==> src/rtl/fetch_pkg.sv <==
// Shared types and constants for the instruction-fetch front end.
// The misaligned-target trap is enabled by defining FETCH_MISALIGN_TRAP_EN.
package fetch_pkg;

  localparam logic [31:0] NOP_INSN = 32'h0000_0013;

  typedef enum logic [1:0] {
    RUN    = 2'd0,
    FAULT  = 2'd1,
    PARKED = 2'd2
  } fetch_state_e;

  // Queue pointers carry one extra wrap bit so full and empty are distinguishable.
  function automatic int unsigned ptr_width(input int unsigned depth);
    return 32'($clog2(depth)) + 32'd1;
  endfunction

endpackage

==> src/rtl/fetch_queue.sv <==
// Prefetch queue: PC and instruction storage with allocate, fill and pop pointers.
// Also computes the head entry as it will look after the current edge.
module fetch_queue
  import fetch_pkg::*;
#(
  parameter int unsigned XLEN  = 32,
  parameter int unsigned DEPTH = 4,
  localparam int unsigned PTR_W = ptr_width(DEPTH)
) (
  input  logic             clk,
  input  logic             rst_n,
  input  logic             flush,
  input  logic             alloc,
  input  logic [XLEN-1:0]  alloc_pc,
  input  logic             fill_en,
  input  logic [XLEN-1:0]  fill_data,
  input  logic             pop,
  output logic [PTR_W-1:0] used_c,
  output logic [PTR_W-1:0] inflight_c,
  output logic             head_valid_c,
  output logic             nxt_valid_c,
  output logic [XLEN-1:0]  nxt_pc_c,
  output logic [XLEN-1:0]  nxt_insn_c
);

  localparam int unsigned IDX_W = $clog2(DEPTH);

  logic [PTR_W-1:0] wr_ptr;
  logic [PTR_W-1:0] fill_ptr;
  logic [PTR_W-1:0] rd_ptr;
  logic [PTR_W-1:0] rd_nxt;
  logic [PTR_W-1:0] fill_nxt;
  logic [IDX_W-1:0] nxt_idx;

  logic [XLEN-1:0] pc_mem   [DEPTH];
  logic [XLEN-1:0] data_mem [DEPTH];

  // Pointer registers; a flush empties the queue in one cycle.
  always_ff @(posedge clk) begin
    if (!rst_n) begin
      wr_ptr   <= '0;
      fill_ptr <= '0;
      rd_ptr   <= '0;
    end else if (flush) begin
      wr_ptr   <= '0;
      fill_ptr <= '0;
      rd_ptr   <= '0;
    end else begin
      if (alloc)   wr_ptr   <= wr_ptr + PTR_W'(1);
      if (fill_en) fill_ptr <= fill_ptr + PTR_W'(1);
      if (pop)     rd_ptr   <= rd_ptr + PTR_W'(1);
    end
  end

  // Storage needs no reset: a slot is only read once its fill pointer has passed it.
  always_ff @(posedge clk) begin
    if (alloc)   pc_mem[wr_ptr[IDX_W-1:0]]     <= alloc_pc;
    if (fill_en) data_mem[fill_ptr[IDX_W-1:0]] <= fill_data;
  end

  assign used_c       = wr_ptr - rd_ptr;
  assign inflight_c   = wr_ptr - fill_ptr;
  assign head_valid_c = (fill_ptr != rd_ptr);

  // Look-ahead head, bypassing a fill that lands in the new head slot this cycle.
  always_comb begin
    rd_nxt      = rd_ptr + PTR_W'(pop);
    fill_nxt    = fill_ptr + PTR_W'(fill_en);
    nxt_idx     = rd_nxt[IDX_W-1:0];
    nxt_valid_c = !flush && (fill_nxt != rd_nxt);
    nxt_pc_c    = pc_mem[nxt_idx];
    nxt_insn_c  = data_mem[nxt_idx];
    if (fill_en && (fill_ptr == rd_nxt)) nxt_insn_c = fill_data;
  end

endmodule

==> src/rtl/fetch_unit.sv <==
// Instruction-fetch front end: PC, pipelined imem requests, prefetch queue, redirect flush.
// Define FETCH_MISALIGN_TRAP_EN to turn misaligned redirect targets into a fault marker.
module fetch_unit
  import fetch_pkg::*;
#(
  parameter int unsigned     XLEN     = 32,
  parameter int unsigned     DEPTH    = 4,
  parameter logic [XLEN-1:0] RESET_PC = '0
) (
  input  logic            clk,
  input  logic            rst_n,
  output logic            imem_req,
  output logic [XLEN-1:0] imem_addr,
  input  logic            imem_gnt,
  input  logic            imem_rvalid,
  input  logic [XLEN-1:0] imem_rdata,
  input  logic            redirect,
  input  logic [XLEN-1:0] redirect_pc,
  output logic            insn_valid,
  output logic [XLEN-1:0] insn,
  output logic [XLEN-1:0] insn_pc,
  output logic            insn_fault,
  input  logic            insn_ready
);

  localparam int unsigned PTR_W = ptr_width(DEPTH);
  localparam int unsigned OCC_W = PTR_W + 1;

  fetch_state_e     state;
  logic [XLEN-1:0]  fetch_pc;
  logic [PTR_W-1:0] drop;
  logic [XLEN-1:0]  insn_q;
  logic [XLEN-1:0]  insn_pc_q;
  logic             fault_q;

  logic [PTR_W-1:0] used_c;
  logic [PTR_W-1:0] inflight_c;
  logic             head_valid_c;
  logic             nxt_valid_c;
  logic [XLEN-1:0]  nxt_pc_c;
  logic [XLEN-1:0]  nxt_insn_c;

  logic [XLEN-1:0]  target_c;
  logic             misaligned_c;
  logic [OCC_W-1:0] occ_c;
  logic             grant_c;
  logic             fill_en_c;
  logic             drop_hit_c;
  logic             pop_c;

`ifdef FETCH_MISALIGN_TRAP_EN
  assign target_c     = redirect_pc;
  assign misaligned_c = |redirect_pc[1:0];
`else
  assign target_c     = redirect_pc & ~XLEN'(3);
  assign misaligned_c = 1'b0;
`endif

  // Slots reserved for stale responses count against capacity like live entries.
  always_comb begin
    occ_c      = OCC_W'(used_c) + OCC_W'(drop);
    grant_c    = imem_req && imem_gnt;
    drop_hit_c = imem_rvalid && (drop != '0);
    fill_en_c  = imem_rvalid && (drop == '0);
    pop_c      = (state == RUN) && head_valid_c && insn_ready;
  end

  assign imem_req   = rst_n && (state == RUN) && !redirect && (occ_c < OCC_W'(DEPTH));
  assign imem_addr  = fetch_pc;
  assign insn_valid = (state == FAULT) || ((state == RUN) && head_valid_c);
  assign insn       = insn_q;
  assign insn_pc    = insn_pc_q;
  assign insn_fault = fault_q;

  fetch_queue #(
    .XLEN  (XLEN),
    .DEPTH (DEPTH)
  ) u_queue (
    .clk          (clk),
    .rst_n        (rst_n),
    .flush        (redirect),
    .alloc        (grant_c),
    .alloc_pc     (fetch_pc),
    .fill_en      (fill_en_c),
    .fill_data    (imem_rdata),
    .pop          (pop_c),
    .used_c       (used_c),
    .inflight_c   (inflight_c),
    .head_valid_c (head_valid_c),
    .nxt_valid_c  (nxt_valid_c),
    .nxt_pc_c     (nxt_pc_c),
    .nxt_insn_c   (nxt_insn_c)
  );

  // FSM, fetch PC, drop counter and the registered head presented to decode.
  always_ff @(posedge clk) begin
    if (!rst_n) begin
      state     <= RUN;
      fetch_pc  <= RESET_PC;
      drop      <= '0;
      insn_q    <= '0;
      insn_pc_q <= '0;
      fault_q   <= 1'b0;
    end else if (redirect) begin
      fetch_pc <= target_c;
      drop     <= PTR_W'(drop + inflight_c - PTR_W'(imem_rvalid));
      if (misaligned_c) begin
        state     <= FAULT;
        insn_q    <= XLEN'(NOP_INSN);
        insn_pc_q <= target_c;
        fault_q   <= 1'b1;
      end else begin
        state   <= RUN;
        fault_q <= 1'b0;
      end
    end else begin
      if (grant_c)    fetch_pc <= fetch_pc + XLEN'(4);
      if (drop_hit_c) drop     <= drop - PTR_W'(1);
      case (state)
        RUN: begin
          if (nxt_valid_c) begin
            insn_q    <= nxt_insn_c;
            insn_pc_q <= nxt_pc_c;
          end
        end
        FAULT: begin
          if (insn_ready) begin
            state   <= PARKED;
            fault_q <= 1'b0;
          end
        end
        default: ;
      endcase
    end
  end

endmodule

==> config.mk <==
export PLATFORM = sky130hd
export DESIGN_NAME = fetch_unit
export DESIGN_NICKNAME = d
export VERILOG_FILES = /design/src/rtl/fetch_pkg.sv /design/src/rtl/fetch_queue.sv /design/src/rtl/fetch_unit.sv
export SDC_FILE = /design/constraint.sdc
export NUM_CORES = 1
export LEC_CHECK = 0
export CAP_MARGIN = 20
export CORE_UTILIZATION = 58
export CTS_BUF_LIST = sky130_fd_sc_hd__clkbuf_8
export CTS_CLUSTER_DIAMETER = 80
export DETAILED_ROUTE_END_ITERATION = 7
export PLACE_DENSITY = 0.81
export SYNTH_ARGS = -nofsm -noshare
export SYNTH_HDL_FRONTEND = slang
export SYNTH_SLANG_ARGS = --single-unit
==> constraint.sdc <==
create_clock -name clk -period 5.11 [get_ports clk]
set_clock_uncertainty 0.2 [all_clocks]
set_input_delay 1.2775 -clock clk [delete_from_list [all_inputs] [get_ports clk]]
set_output_delay 1.2775 -clock clk [all_outputs]
set_load 0.05 [all_outputs]
### Word-level counts from Yosys, hierarchy flattened

Memory sizes are Yosys's and may differ from the RTL's. A register that Yosys moved wholly into a read port is not among the register bits.
Index checks and enable logic that the tools add are counted.

* output and inout bits: 99
* logic and storage cells: 52
* register bits: 76
* memories: 2
* memory bits (writable): 256
* bits of input ports: 70

* reductions and logical operators: 16
* add/sub/neg operators: 12
* eq/ne operators: 3
* mux-type cells: 9
* bitwise logic cells: 2
* $lt $le $gt $ge: 1

Memories
* u_queue.data_mem: depth 4, bits a word 32, rd ports 1, clocked after Yosys merged registers in 0, write ports 1, line fetch_queue.sv:36 `logic [XLEN-1:0] data_mem [DEPTH];`
* u_queue.pc_mem: depth 4, bits a word 32, rd ports 1, clocked after Yosys merged registers in 1, write ports 1, line fetch_queue.sv:35 `logic [XLEN-1:0] pc_mem [DEPTH];`

Operators with widths (number)
* 32-bit two-way mux: 3
* 32-bit by 3-bit adder with 32-bit output (second input constant): 1
* 3-bit by 1-bit adder with 3-bit output (second input constant): 3
* 1-bit logical AND: 8
* 3-bit by 1-bit adder with 3-bit output: 2
* 3-bit two-way mux: 2
* 3-bit != test: 2
* 3-bit subtractor: 2
* 3-bit by 3-bit adder with 4-bit output: 1
* 4-bit by 3-bit < comparator with 1-bit output (second input constant): 1
* 1-bit two-way mux: 4
* 2-bit nonzero test: 2
* 3-bit adder: 1
* 3-bit equality test: 1
* 3-bit logical NOT: 1
* 3-bit nonzero test: 1
* 3-bit by 1-bit subtractor with 3-bit output: 1
* 3-bit by 1-bit subtractor with 3-bit output (second input constant): 1
* 1-bit logical NOT: 2
* 1-bit NOT: 2
* 2-bit AND reduction: 1
* 2-bit OR reduction: 1

### Depth between registers and ports, before layout

* depth in word-level cells: 7
* mapped depth: 14
* mapped depth without buffers: 12

### Modules after synthesis

A second synthesis with hierarchy kept.

* cell total of the unflattened synthesis: 991
* area total of the unflattened synthesis: 14946.8 um2

Modules (own cells, without submodules)
* fetch_queue: area each 10526.3 um2, instances 1, cells each 449, seq. area each 7867.5 um2
* fetch_unit: area each 4420.5 um2, instances 1, cells each 542, seq. area each 1941.9 um2

### Worst setup path before layout

No wires, ideal clock.

* path type: input -> register
* from: in imem_rvalid
* to: reg drop[2]
* arrival time: 3.609 ns
* setup time: 0.115 ns
* stages on the path: 12
* path slack: 1.186 ns
* buffers on the path: 0
* required time: 4.795 ns
* cells stage by stage: inv_1 > fa_1 > inv_1 > fa_1 > inv_1 > ha_1 > fa_1 > xor2_1 > xnor2_1 > o22ai_1 > xor2_1 > and2_1

* word-level cells in the longest chain between the ends: 2
* elaborated cells between the ends (all ways): 4
* those cells by class: add/sub: 1; mux: 1; reduce/logical: 2

RTL lines
* from (decl): line fetch_unit.sv:15 `input logic imem_rvalid,`
* 3-bit by 1-bit subtractor with 3-bit output / 1-bit logical AND (equally long branches): line fetch_unit.sv:106, fetch_unit.sv:63
* 3-bit two-way mux / 2-bit nonzero test (equally long branches)
* to (signal assigned): line fetch_unit.sv:106 `drop <= PTR_W'(drop + inflight_c - PTR_W'(imem_rvalid));`
* to (signal assigned): line fetch_unit.sv:118 `if (drop_hit_c) drop <= drop - PTR_W'(1);`
* to (decl): line fetch_unit.sv:31 `logic [PTR_W-1:0] drop;`

Parallel ways exist; a longest one is shown, timed or not.
A chain may end at the register's enable or synchronous reset.

### Worst setup path after layout

* from: reg u_queue.wr_ptr[0]
* to: out imem_req

* word-level cells in the longest chain between the ends: 4

RTL lines
* from (decl): line fetch_queue.sv:28 `logic [PTR_W-1:0] wr_ptr;`
* from (signal assigned): line fetch_queue.sv:49 `if (alloc) wr_ptr <= wr_ptr + PTR_W'(1);`
* 3-bit subtractor: line fetch_queue.sv:61 `assign used_c = wr_ptr - rd_ptr;`
* 3-bit by 3-bit adder with 4-bit output: line fetch_unit.sv:61 `occ_c = OCC_W'(used_c) + OCC_W'(drop);`
* 4-bit by 3-bit < comparator with 1-bit output: line fetch_unit.sv:68 `assign imem_req = rst_n && (state == RUN) && !redirect && (occ_c < OCC_W'(DEPTH));`
* 1-bit logical AND: line fetch_unit.sv:68
* to (decl): line fetch_unit.sv:12 `output logic imem_req,`

Every way passes these cells.

==> results.yml <==
outcome:
  status: "finished, final reports clean"
worst_setup_path:
  timing.rr.start: "u_queue.wr_ptr[0]"
  r2r_end: "u_queue.pc_mem[1][20]"
  cp.required_ns: 3.63
  start_kind: "flop"
  rrSetupSlack_ns: 1.21
  cp_max_fo: 9
  worstSetupPathType: "reg -> out"
  critPathCaptureType: "output port"
  crit_start: "u_queue.wr_ptr[0]"
  cp_slowest_stage_delay_ns: 0.40
  critical-path-slowest-cell: "fa_1"
  r2r_cells: 11
  crit_arrival_ns: 2.84
  endpoint: "imem_req"
  crit_chain: "inv_1 > ha_1 > inv_1 > fa_1 > ha_1 > nand3b_1 > and3_1 > buf_12"
finish:
  antenna_cells: 0
  final_common_cell: "edfxtp_1"
  nets: 1205
  nFillCells: 1563
  final_cell_mix: "248 x edfxtp_1, 159 x clkdlybuf4s50_1, 104 x dfxtp_1"
  syn_to_final_growth_pct: 21.0
  final_cell_area_mm2: 0.0171
  drive_above_1_share_pct: 13.5
routing:
  drc: 0
  first_pass_iters: 6
  wirelength_mm: 30.4
  wl_per_cell_um: 20.6
  vias: 8633
  drtIter0Drc: 785
  via_per_inst: 5.85
  drtAntennaViolNets: 0
sta:
  fin_crit_sh_pct: 84.5
  fin_tns_setup_ns: 0
  rsz0062_at_grt: "no"
  fmax_ghz: 0.232
  finalSetupViolCount: 0
  slew_headroom_pct: 35.3
  tightestPinTransition_ns: 0.970
  fin_crit_ns: 4.32
  hold_violations: 0
  slew_viol_final: 0
clock_network:
  h-tree-depth: 2
  cts_setup_buffers: 0
  cts_num_sinks: 352
  clk_pin_slew_ns: 0.06
  clockBufferDepth: 3
  ctsResizeCount: 0
  cts_buffers: 55
  clock_latency_ns: 0.58
  cts-root-buf: "clkbuf_8"
  cts_hold_buffers: 0
  cts_tree: "yes"
place:
  numPortBuffers: 161
  placed_area_mm2: 0.0161
  gp_congestion: 0.821
  hpwl_mm: 18.8
power_and_ir_drop:
  ir_drop_v: 0.000343
  powerDensity_mw_per_mm2: 458
  p_sw_uw: 2520
  clkPwrFrac_pct: 28.3
  p_int_uw: 5340
  p_seq_share_pct: 45.0
  power_uw: 7860
  swShare_pct: 32.0
  comb_power_share_pct: 26.7
  p_leak_uw: 0.00577
grt:
  grt_max_degree: 125
  overflow: 0
  grt_usage_pct: 25.2
  antenna_found_initial: 0
  grt_pass1_wl_mm: 47.0
  grt_pass1_vias: 8618
floorplanning:
  start_util_pct: 59.8
  io_pins: 169
  die_w_um: 158
  die_area_mm2: 0.0250
  die_h_um: 158
  core-area_mm2: 0.0237
  rows: 56
synth:
  avgSynthCellArea_um2: 15.2
  async_reset_ff_share_pct: 0
  synth_cells: 934
  synth_ff_type: "edfxtp_1"
  synth_edf_count: 248
  synthesis.area_mm2: 0.0142
  yosysWarnings: 0
  ys_ff_latch: 352
  ys_top_cells_by_area: "edfxtp_1 53%, dfxtp_1 15%, mux4_2 9.9%"
  synth_top_area_share_pct: 52.6
  yosys.area.top_type: "edfxtp_1"
  ys_seq_area_share_pct: 67.3
  ys_types: 54
worst_hold_path:
  min_from: "insn_pc[23]"
  min_path_type: "reg -> reg"
job:
  cap_violations: 0
-- cell usage after synthesis (all sizes together), types with 7 or more instances --
master    n
a21oi    59
a31oi     7
and2     11
and3      8
buf      29
clkbuf   31
dfxtp   104
edfxtp  248
ha       20
inv      16
mux2i    32
mux4     62
nand2    54
nand3    46
nand4     9
nor2     16
nor3      8
nor4     11
o21ai    83
xnor2    25
xor2     13
-- power groups by stage --
stage | combinational [uW] | sequential (uW) | clock, uW
4_1_cts | 2130 | 3540 | 2270
5_1_grt | 2260 | 3570 | 2390
3_5_place_dp | 2110 | 3590 | 0
2_1_floorplan | 933 | 4110 | 0
6_report | 2100 | 3540 | 2220
3_3_place_gp | 2080 | 3580 | 0
-- how the worst min path moves through the flow --
stage | end | slack (ns) | depth (start not counted)
after floorplan | u_queue.rd_ptr[1] | 0.29 | 2
after global placement | insn_pc[27] | 0.24 | 2
after detailed placement | insn_pc[23] | 0.24 | 2
after CTS | insn_pc[23] | 0.25 | 2
after global routing | insn_pc[28] | 0.28 | 2
final | insn_pc[23] | 0.25 | 2
-- layer usage --
metal | vias up | track usage, % | share of wire (%) | wire, um
li1 | 3965 | - | - | -
met1 | 4262 | 35.0 | 42 | 12700
met2 | 348 | 40.2 | 49 | 14800
met3 | 58 | 4.76 | 7.2 | 2190
met4 | 0 | 8.70 | 2.5 | 772
met5 | - | 0 | 0 | 0
-- through the flow --
step	hold WS [ns]	setup WS, ns	std cells	utilization, %
after CTS	0.250	0.781	1475	72.4
after global routing	0.278	0.630	1475	72.4
after detailed placement	0.242	0.476	1372	67.9
final	0.246	0.793	1475	72.4
after floorplan	0.293	1.19	938	-
after global placement	0.237	0.535	1372	67.9
-- critical path, delay by kind of cell (launching register included) --
| family | cells | cell delay (ns) |
|---|---|---|
| adder cells (fa/ha/maj) | 3 | 0.88 |
| buffers and inverters | 3 | 0.36 |
| flip-flops | 1 | 0.39 |
| AND/OR/NAND/NOR | 2 | 0.64 |
-- final cells by class --
class / instances / area (um2) / area share [%]
clock buffer: 64 / 881 / 5.14
clock inverter: 39 / 191 / 1.12
inverter: 17 / 63.8 / 0.372
multi-input combinational: 509 / 4320 / 25.2
sequential: 352 / 9530 / 55.6
tap: 319 / 399 / 2.33
timing repair buffer: 175 / 1760 / 10.3
-- state kept, by name, indices dropped and copies added, names as in the netlist --
signal	cells
u_queue.rd_ptr	3
u_queue.fill_ptr	3
insn_pc	30
insn	32
u_queue.wr_ptr	3
u_queue.pc_mem	120
drop	3
imem_addr	30
u_queue.data_mem	128
-- kinds of logic after synthesis --
kind of cell	share of synthesized area (%)
buffers and inverters	2.56
multiplexers	12.1
XOR/XNOR	2.51
AO/OA/AOI/OAI	6.59
flip-flops	67.3
AND/OR/NAND/NOR	6.43
adder cells (fa/ha/maj)	2.47
other	0.0265
No activity file was read; power rests on OpenSTA's default activity.
